[src/rtl/proc_pkg.sv]
// Shared definitions for the 16-bit core: opcode field, opcodes, sequencer states.
package proc_pkg;

   localparam int unsigned OPC_MSB   = 31;
   localparam int unsigned OPC_LSB   = 27;
   localparam int unsigned OPC_W     = OPC_MSB - OPC_LSB + 1;
   localparam int unsigned INSTR_W   = 32;
   localparam int unsigned OPERAND_W = INSTR_W - OPC_W;

   typedef logic [OPC_W-1:0] opcode_t;

   localparam opcode_t OP_NOP  = 5'b00000;
   localparam opcode_t OP_ADD  = 5'b00001;
   localparam opcode_t OP_SUB  = 5'b00010;
   localparam opcode_t OP_AND  = 5'b00011;
   localparam opcode_t OP_OR   = 5'b00100;
   localparam opcode_t OP_XOR  = 5'b00101;
   localparam opcode_t OP_LDI  = 5'b00110;
   localparam opcode_t OP_CMP  = 5'b00111;
   localparam opcode_t OP_JMP  = 5'b01000;
   localparam opcode_t OP_HALT = 5'b11011;

   typedef struct packed {
      opcode_t              opc;
      logic [OPERAND_W-1:0] operand;
   } instr_t;

   typedef enum logic [2:0] {
      ST_IDLE,
      ST_FETCH,
      ST_DECODE,
      ST_EXEC,
      ST_WAIT,
      ST_NEXT,
      ST_HALT
   } seq_state_e;

   function automatic logic [INSTR_W-1:0] mk_instr(input opcode_t opc,
                                                   input logic [OPERAND_W-1:0] operand);
      return {opc, operand};
   endfunction

endpackage

[src/rtl/settle_counter.sv]
// Loadable down-counter with a zero flag; times the post-execute settle window.
module settle_counter #(
   parameter int unsigned CW = 2
) (
   input  logic          clk_i,
   input  logic          rst_i,
   input  logic          load_i,
   input  logic [CW-1:0] load_val_i,
   input  logic          dec_i,
   output logic          zero_c
);

   logic [CW-1:0] cnt_q;

   always_ff @(posedge clk_i or posedge rst_i) begin
      if (rst_i) begin
         cnt_q <= '0;
      end else if (load_i) begin
         cnt_q <= load_val_i;
      end else if (dec_i && (cnt_q != '0)) begin
         cnt_q <= cnt_q - CW'(1);
      end
   end

   assign zero_c = (cnt_q == '0);

endmodule

[src/rtl/inst_sequencer.sv]
// Multi-cycle fetch/decode/execute controller: owns pc and ir, strobes the datapath
// once per instruction, resolves jumps in NEXT and stops on the halt opcode.
module inst_sequencer
   import proc_pkg::*;
#(
   parameter int unsigned ADDR_W     = 5,
   parameter int unsigned SETTLE_CYC = 4,
   parameter int unsigned CNT_W      = 16
) (
   input  logic              clk,
   input  logic              sys_rst,
   input  logic              start,
   output logic [ADDR_W-1:0] imem_addr,
   input  logic [31:0]       imem_rdata,
   output logic [31:0]       ir,
   output logic              exec_en,
   input  logic              jump_take,
   output logic [ADDR_W-1:0] pc,
   output logic              busy,
   output logic              halted,
   output logic [CNT_W-1:0]  retired
);

   localparam int unsigned CW     = (SETTLE_CYC > 1) ? $clog2(SETTLE_CYC) : 1;
   localparam int unsigned LOAD_V = (SETTLE_CYC > 0) ? SETTLE_CYC - 1 : 0;
   localparam seq_state_e  AFTER_EXEC = (SETTLE_CYC > 0) ? ST_WAIT : ST_NEXT;

   seq_state_e        state_q;
   logic [ADDR_W-1:0] pc_q;
   instr_t            ir_q;
   logic              exec_q;
   logic              busy_q;
   logic              halted_q;
   logic [CNT_W-1:0]  retired_q;
   logic              wait_zero_c;

   settle_counter #(
      .CW(CW)
   ) u_settle (
      .clk_i      (clk),
      .rst_i      (sys_rst),
      .load_i     (state_q == ST_EXEC),
      .load_val_i (CW'(LOAD_V)),
      .dec_i      (state_q == ST_WAIT),
      .zero_c     (wait_zero_c)
   );

   always_ff @(posedge clk or posedge sys_rst) begin
      if (sys_rst) begin
         state_q   <= ST_IDLE;
         pc_q      <= '0;
         ir_q      <= '0;
         exec_q    <= 1'b0;
         busy_q    <= 1'b0;
         halted_q  <= 1'b0;
         retired_q <= '0;
      end else begin
         exec_q <= 1'b0;
         unique case (state_q)
            ST_IDLE, ST_HALT: begin
               if (start) begin
                  state_q   <= ST_FETCH;
                  pc_q      <= '0;
                  retired_q <= '0;
                  busy_q    <= 1'b1;
                  halted_q  <= 1'b0;
               end
            end
            ST_FETCH: begin
               state_q <= ST_DECODE;
            end
            ST_DECODE: begin
               ir_q    <= imem_rdata;
               exec_q  <= 1'b1;
               state_q <= ST_EXEC;
            end
            ST_EXEC: begin
               state_q <= AFTER_EXEC;
            end
            ST_WAIT: begin
               if (wait_zero_c) begin
                  state_q <= ST_NEXT;
               end
            end
            ST_NEXT: begin
               if (retired_q != '1) begin
                  retired_q <= retired_q + CNT_W'(1);
               end
               // Halt wins over a taken jump; pc is left on the halt word.
               if (ir_q.opc == OP_HALT) begin
                  state_q  <= ST_HALT;
                  busy_q   <= 1'b0;
                  halted_q <= 1'b1;
               end else begin
                  state_q <= ST_FETCH;
                  if (jump_take) begin
                     pc_q <= ir_q.operand[ADDR_W-1:0];
                  end else begin
                     pc_q <= pc_q + ADDR_W'(1);
                  end
               end
            end
            default: begin
               state_q <= ST_IDLE;
            end
         endcase
      end
   end

   // pc is itself a register, so the memory address stays registered and equal to pc.
   assign imem_addr = pc_q;
   assign pc        = pc_q;
   assign ir        = ir_q;
   assign exec_en   = exec_q;
   assign busy      = busy_q;
   assign halted    = halted_q;
   assign retired   = retired_q;

endmodule

[config.mk]
export PLATFORM = sky130hd
export DESIGN_NAME = inst_sequencer
export DESIGN_NICKNAME = d
export VERILOG_FILES = /design/src/rtl/proc_pkg.sv /design/src/rtl/settle_counter.sv /design/src/rtl/inst_sequencer.sv
export SDC_FILE = /design/constraint.sdc
export NUM_CORES = 1
export LEC_CHECK = 0
export BUFFER_PORTS_ARGS = -buffer_cell sky130_fd_sc_hd__clkbuf_2
export CAP_MARGIN = 20
export CORE_MARGIN = 2
export CORE_UTILIZATION = 55
export CTS_BUF_LIST = sky130_fd_sc_hd__clkbuf_8
export CTS_CLUSTER_DIAMETER = 200
export DETAILED_ROUTE_END_ITERATION = 10
export PLACE_DENSITY = 0.9
export SYNTH_ARGS = -nofsm -noshare
export SYNTH_HDL_FRONTEND = slang
export SYNTH_SLANG_ARGS = --single-unit
[constraint.sdc]
create_clock -name clk -period 4.7 [get_ports clk]
set_input_delay 0.47 -clock clk [delete_from_list [all_inputs] [get_ports clk]]
set_output_delay 0.47 -clock clk [all_outputs]
set_load 0.03 [all_outputs]
After elaboration in Yosys (flattened, before gate mapping). Index checks and enable logic that the tools add are counted.

Word-level logic and storage cells: 56. Bits in writable memories: 0. Output and inout bits: 61. Bits of input ports: 36. ROM bits: 0. Register bits: 61. Latch bits: 0. Memories: 0.

$add $sub $neg: 3. Shift-type cells: 0. Bitwise gates (word level): 0. Reductions and logical operators: 11. Muxes and demuxes: 20. $mul: 0. Magnitude comparators: 0. Eq/ne operators: 13. Div/mod/pow operators: 0.

Operator list (number): 2-to-1 mux 16 bit (2); case mux 16 bit (2 select lines) (1); case mux 3 bit (6 select lines) (1); adder 16 x 1 -> 16 bit (second input constant) (1); != test 16 bit (second input constant) (1); 2-to-1 mux 5 bit (3); != test 2 bit (second input constant) (5); case mux 5 bit (2 select lines) (1); equality test 3 bit (second input constant) (3); 2-to-1 mux 3 bit (3); AND reduction 3 bit (3); equality test 3 x 2 -> 1 bit (second input constant) (2); nonzero test 2 bit (3); adder 5 x 1 -> 5 bit (second input constant) (1); equality test 5 bit (second input constant) (1); 2-to-1 mux 1 bit (5); 2-to-1 mux 2 bit (2); case mux 1 bit (2 select lines) (2); equality test 3 x 1 -> 1 bit (second input constant) (1); zero test 3 bit (1); zero test 2 bit (1); AND reduction 2 bit (1); OR reduction 2 bit (1); subtractor 2 x 1 -> 2 bit (second input constant) (1); logical AND 1 bit (1).

Longest topological paths before layout.
Word-level depth: 4. Depth in mapped cells: 8.

Modules after synthesis. From an unflattened synthesis, not the netlist that was laid out.

Cell total of the unflattened synthesis: 253. Area, all modules: 2899.0 um^2.

By module, submodules not included: inst_sequencer (seq. area each 1476.4 um^2, times used 1, area each 2763.9 um^2, cells each 240); settle_counter (seq. area each 50.0 um^2, times used 1, area each 135.1 um^2, cells each 13).

Worst setup path after synthesis. OpenSTA, ideal clock, no wires.

Path type: register to register. Start: register retired_q[14] (netlist: retired[14]). End: register retired_q[14] (netlist: retired[14]). Path buffers: 1. Setup slack: 2.861 ns. Arrival: 1.728 ns. Stages on the path, launching flop included: 7. Setup time: 0.110 ns. Data required time: 4.590 ns. Clock period less this slack: 1.839 ns. Cell sequence: dfrtp_1 > and4_1 > or3b_4 > o211ai_4 > buf_6 > o21ai_1 > o41ai_1.

Longest elaborated chain between the ends: 3. Elaborated cells between the ends (all ways): 6. Those cells by class: 1 x add/sub; 2 x eq/ne; 2 x mux; 1 x reduce/logical.

RTL lines: start: declaration (line inst_sequencer.sv:34) `logic [CNT_W-1:0] retired_q;`; start signal: assignment (line inst_sequencer.sv:87) `retired_q <= retired_q + CNT_W'(1);`; adder 16 x 1 -> 16 bit / != test 16 bit (equally long branches) (line inst_sequencer.sv:87, inst_sequencer.sv:86); 2-to-1 mux 16 bit / != test 2 bit (equally long branches); case mux 16 bit (2 select lines) / AND reduction 3 bit (equally long branches).

Parallel ways exist; a longest one is shown, timed or not. The select of a mux whose other input is x is not followed. A chain may end at the register's enable or synchronous reset.

Worst setup path after layout.
Start: register state_q[1]. End: register retired_q[13] (netlist: retired[13]).

Longest elaborated chain between the ends: 4. Elaborated cells between the ends (all ways): 9. Those cells by class: 4 x eq/ne; 1 x mux; 4 x reduce/logical.

RTL lines: start: declaration (line inst_sequencer.sv:28) `seq_state_e state_q;`; start signal: assignment (line inst_sequencer.sv:50) `state_q <= ST_IDLE;`; start signal: assignment (line inst_sequencer.sv:62) `state_q <= ST_FETCH;`; start signal: assignment (line inst_sequencer.sv:70) `state_q <= ST_DECODE;`; equality test 3 bit / zero test 3 bit (equally long branches) (line inst_sequencer.sv:59) `unique case (state_q)`; OR reduction 2 bit (line inst_sequencer.sv:59); != test 2 bit (no line) / nonzero test 2 bit (equally long branches); AND reduction 3 bit (no line).

Parallel ways exist; a longest one is shown, timed or not.

==> impl_metrics.py <==
metrics = {
    "run_status": {
        "status": "finished, final reports clean",
    },
    "synth": {
        "ys_seq_area_share_pct": 53.5,
        "synth_area_leader_cell": "dfrtp_1",
        "synth-seq-cells": 61,
        "synth_cells": 265,
        "async_flop_share_pct": 100,
        "synthFlopType": "dfrtp_1",
        "synthTopCellsByCount": "dfrtp_1, mux2_2, o21ai_0",
        "synth_most_common_cell": "dfrtp_1",
        "synth_area_mm2": 0.00285,
        "synth_nets": 304,
        "synth_top_area_share_pct": 53.5,
        "yosysWarnings": 0,
        "avgSynthCellArea_um2": 10.8,
        "yosys.cell_types.count": 43,
        "synthTopCellsByArea": "dfrtp_1, mux2_2, o21ai_0, a21oi_1, nor2_1",
        "synth_edf_count": 0,
    },
    "route": {
        "drt_iter0_drc": 243,
        "postRouteAntennaNets": 0,
        "highest_layer": "met4",
        "met3_length_um": 302,
        "met1_length_mm": 2.58,
        "wl_per_cell_um": 15.0,
        "drc": 0,
        "vias": 2358,
        "wl_met2_mm": 3.57,
        "wirelength_mm": 6.53,
        "vias_per_cell": 5.43,
        "drtPass1Iterations": 4,
    },
    "cells_and_area": {
        "n_fill_cell": 350,
        "drive_gt1_share_pct": 41.8,
        "finalNetCount": 398,
        "syn_to_final_growth_pct": 24.7,
        "stdcell_count": 434,
        "final_cell_area_mm2": 0.00356,
        "diodes": 0,
    },
    "critical_path": {
        "r2r_cells": 5,
        "path_delay_family": "simple AND/OR/NAND/NOR gates",
        "path_cells": "nor2b_1 -> nand2_1 -> a31oi_2 -> nand4_1 -> mux2i_1",
        "crit_buf_inv": 0,
        "cp_max_fo": 15,
        "cp-start-kind": "register",
        "crit_required_ns": 4.95,
        "path_class": "register to register",
        "setup.worst_path.end_class": "register",
        "crit_path_top_delay_cell": "a31oi_2",
        "cp.arrival_ns": 2.39,
        "cp.depth": 5,
        "max_stage_delay_ns": 0.56,
    },
    "placed_design": {
        "placed_cell_area_mm2": 0.00335,
        "port_buffers": 96,
        "gp_congestion": 0.817,
        "dp_cells": 418,
        "hpwl_mm": 4.64,
    },
    "clock_tree": {
        "cts_buffers": 9,
        "cts.sinks": 61,
        "path_clk_slew_ns": 0.07,
        "cts_tree": "yes",
        "ctsRootBufferMaster": "clkbuf_8",
        "worstSkewPairLatency_ns": 0.33,
        "ctsHoldBuffers": 0,
        "clockBufferDepth": 2,
        "cts_resized": 0,
        "cts_max_level": 3,
        "cts_setup_buffers": 0,
    },
    "pwr": {
        "cellLeakagePower_nw": 1.73,
        "p_per_area_mw_per_mm2": 715,
        "peakVddDrop_v": 0.000533,
    },
    "worst_hold_path": {
        "hp-class": "input pin to asynchronous set/reset pin",
    },
    "sta": {
        "slew_viol_final": 0,
        "post-route-min-period_ns": 2.14,
        "fin_tns_setup_ns": 0,
        "setup_viol": 0,
        "fin_skew_ns": 0.00868,
        "rsz0062_at_grt": "false",
        "slew_headroom_pct": 49.7,
        "timing.hold.ws_ns": 0.320,
        "hold_viol": 0,
        "min_period_over_period_pct": 45.5,
        "fmaxAchievable_ghz": 0.467,
        "worst_pin_slew_ns": 0.755,
    },
    "global_routing": {
        "antenna_found_initial": 0,
        "grt_pass1_wl_mm": 10.7,
        "grt_max_degree": 62,
        "grt_util_all_layers_pct": 23.6,
        "grt-ovfl-total": 0,
        "grt_pass1_vias": 2382,
    },
    "die": {
        "coreArea_mm2": 0.00504,
        "rows": 26,
        "die_w_um": 76.0,
        "die_area_mm2": 0.00578,
        "start_util_pct": 56.6,
        "die_y_um": 76.0,
        "pin_count": 97,
    },
    "run": {
        "cap_viol_max_count": 0,
    },
}
-- per-layer routing --
| layer | vias to the layer above | track usage [%] |
|---|---|---|
| li1 | 1139 | - |
| met1 | 1152 | 26.6 |
| met2 | 60 | 41.9 |
| met3 | 7 | 7.35 |
| met4 | 0 | 9.45 |
| met5 | - | 0 |
-- kinds of logic (layout without fill, tap and decap cells) --
family	Yosys count	after routing	synth area share, %
adders and majority gates	3	3	1.32
xor gates and xnor gates	1	1	0.307
buffers and inverters	23	122	4.16
AOI/OAI and AO/OA	67	67	13.8
DFF	61	61	53.5
and+or+nand+nor	75	75	13.2
muxes	35	35	13.7
-- registers in the layout, summed over array words and instances, names as in the netlist --
name	cells
busy	1
state_q	3
halted	1
ir	32
imem_addr	5
u_settle.cnt_q	2
retired	16
exec_en	1
-- cell usage in the layout (no fill, tap or decap), types with 2 or more instances in the layout --
cell	instances
clkbuf_2	96
mux2_2	33
buf_4	2
clkbuf_8	9
a21oi_1	17
nand2b_1	2
nor3_1	4
o31ai_1	2
o22ai_1	2
mux2i_1	2
ha_1	3
nor3b_1	2
inv_1	10
a31oi_1	4
and2_1	2
and3_1	3
dfrtp_1	61
nor2_1	19
and4_1	2
nand3_1	9
nand2_1	19
nand4_1	4
bufinv_16	2
o21ai_0	26
o21ai_1	7
-- power breakdown --
part           switching [W]  total [W]  leakage [nW]  internal, W
clock network       0.000200   0.000492         0.113     0.000292
registers           0.000180   0.000906         0.762     0.000726
logic               0.000741    0.00115         0.852     0.000405
-- metrics by stage --
stage / setup WS, ns / total power (W) / utilization (%)
floorplan: 2.72 / 0.00175 / -
global placement: 2.81 / 0.00202 / 66.5
detailed placement: 2.68 / 0.00206 / 66.5
CTS: 2.63 / 0.00256 / 70.6
global route: 2.37 / 0.00268 / 70.6
finish: 2.56 / 0.00254 / 70.6
-- path summary, 6_finish.rpt --
kind | startpoint | to | slack (ns)
setup / recovery | state_q[1] | retired[13] | 2.56
hold / removal | sys_rst | ir[18] | 0.32
setup reg to reg | state_q[1] | retired[13] | 2.56
hold reg to reg | retired[15] | retired[15] | 0.50
max in group asynchronous | sys_rst | retired[14] | 3.87
min in group clk | imem_rdata[13] | ir[13] | 0.37
-- final cells by class --
cell class / count / area, um2 / area share, %
flip-flops and latches: 61 / 1530 / 42.9
clock buffers: 9 / 124 / 3.48
well taps: 70 / 87.6 / 2.46
multi-input cells: 181 / 1210 / 34.0
inverters: 8 / 30.0 / 0.844
repair buffers: 98 / 495 / 13.9
clock inverters: 7 / 83.8 / 2.36
-- tightest hold or removal path, delay by kind of cell --
family | cells | cell delay [ns]
buffers and inverters | 3 | 0.70
No activity file was read; power rests on OpenSTA's default activity.
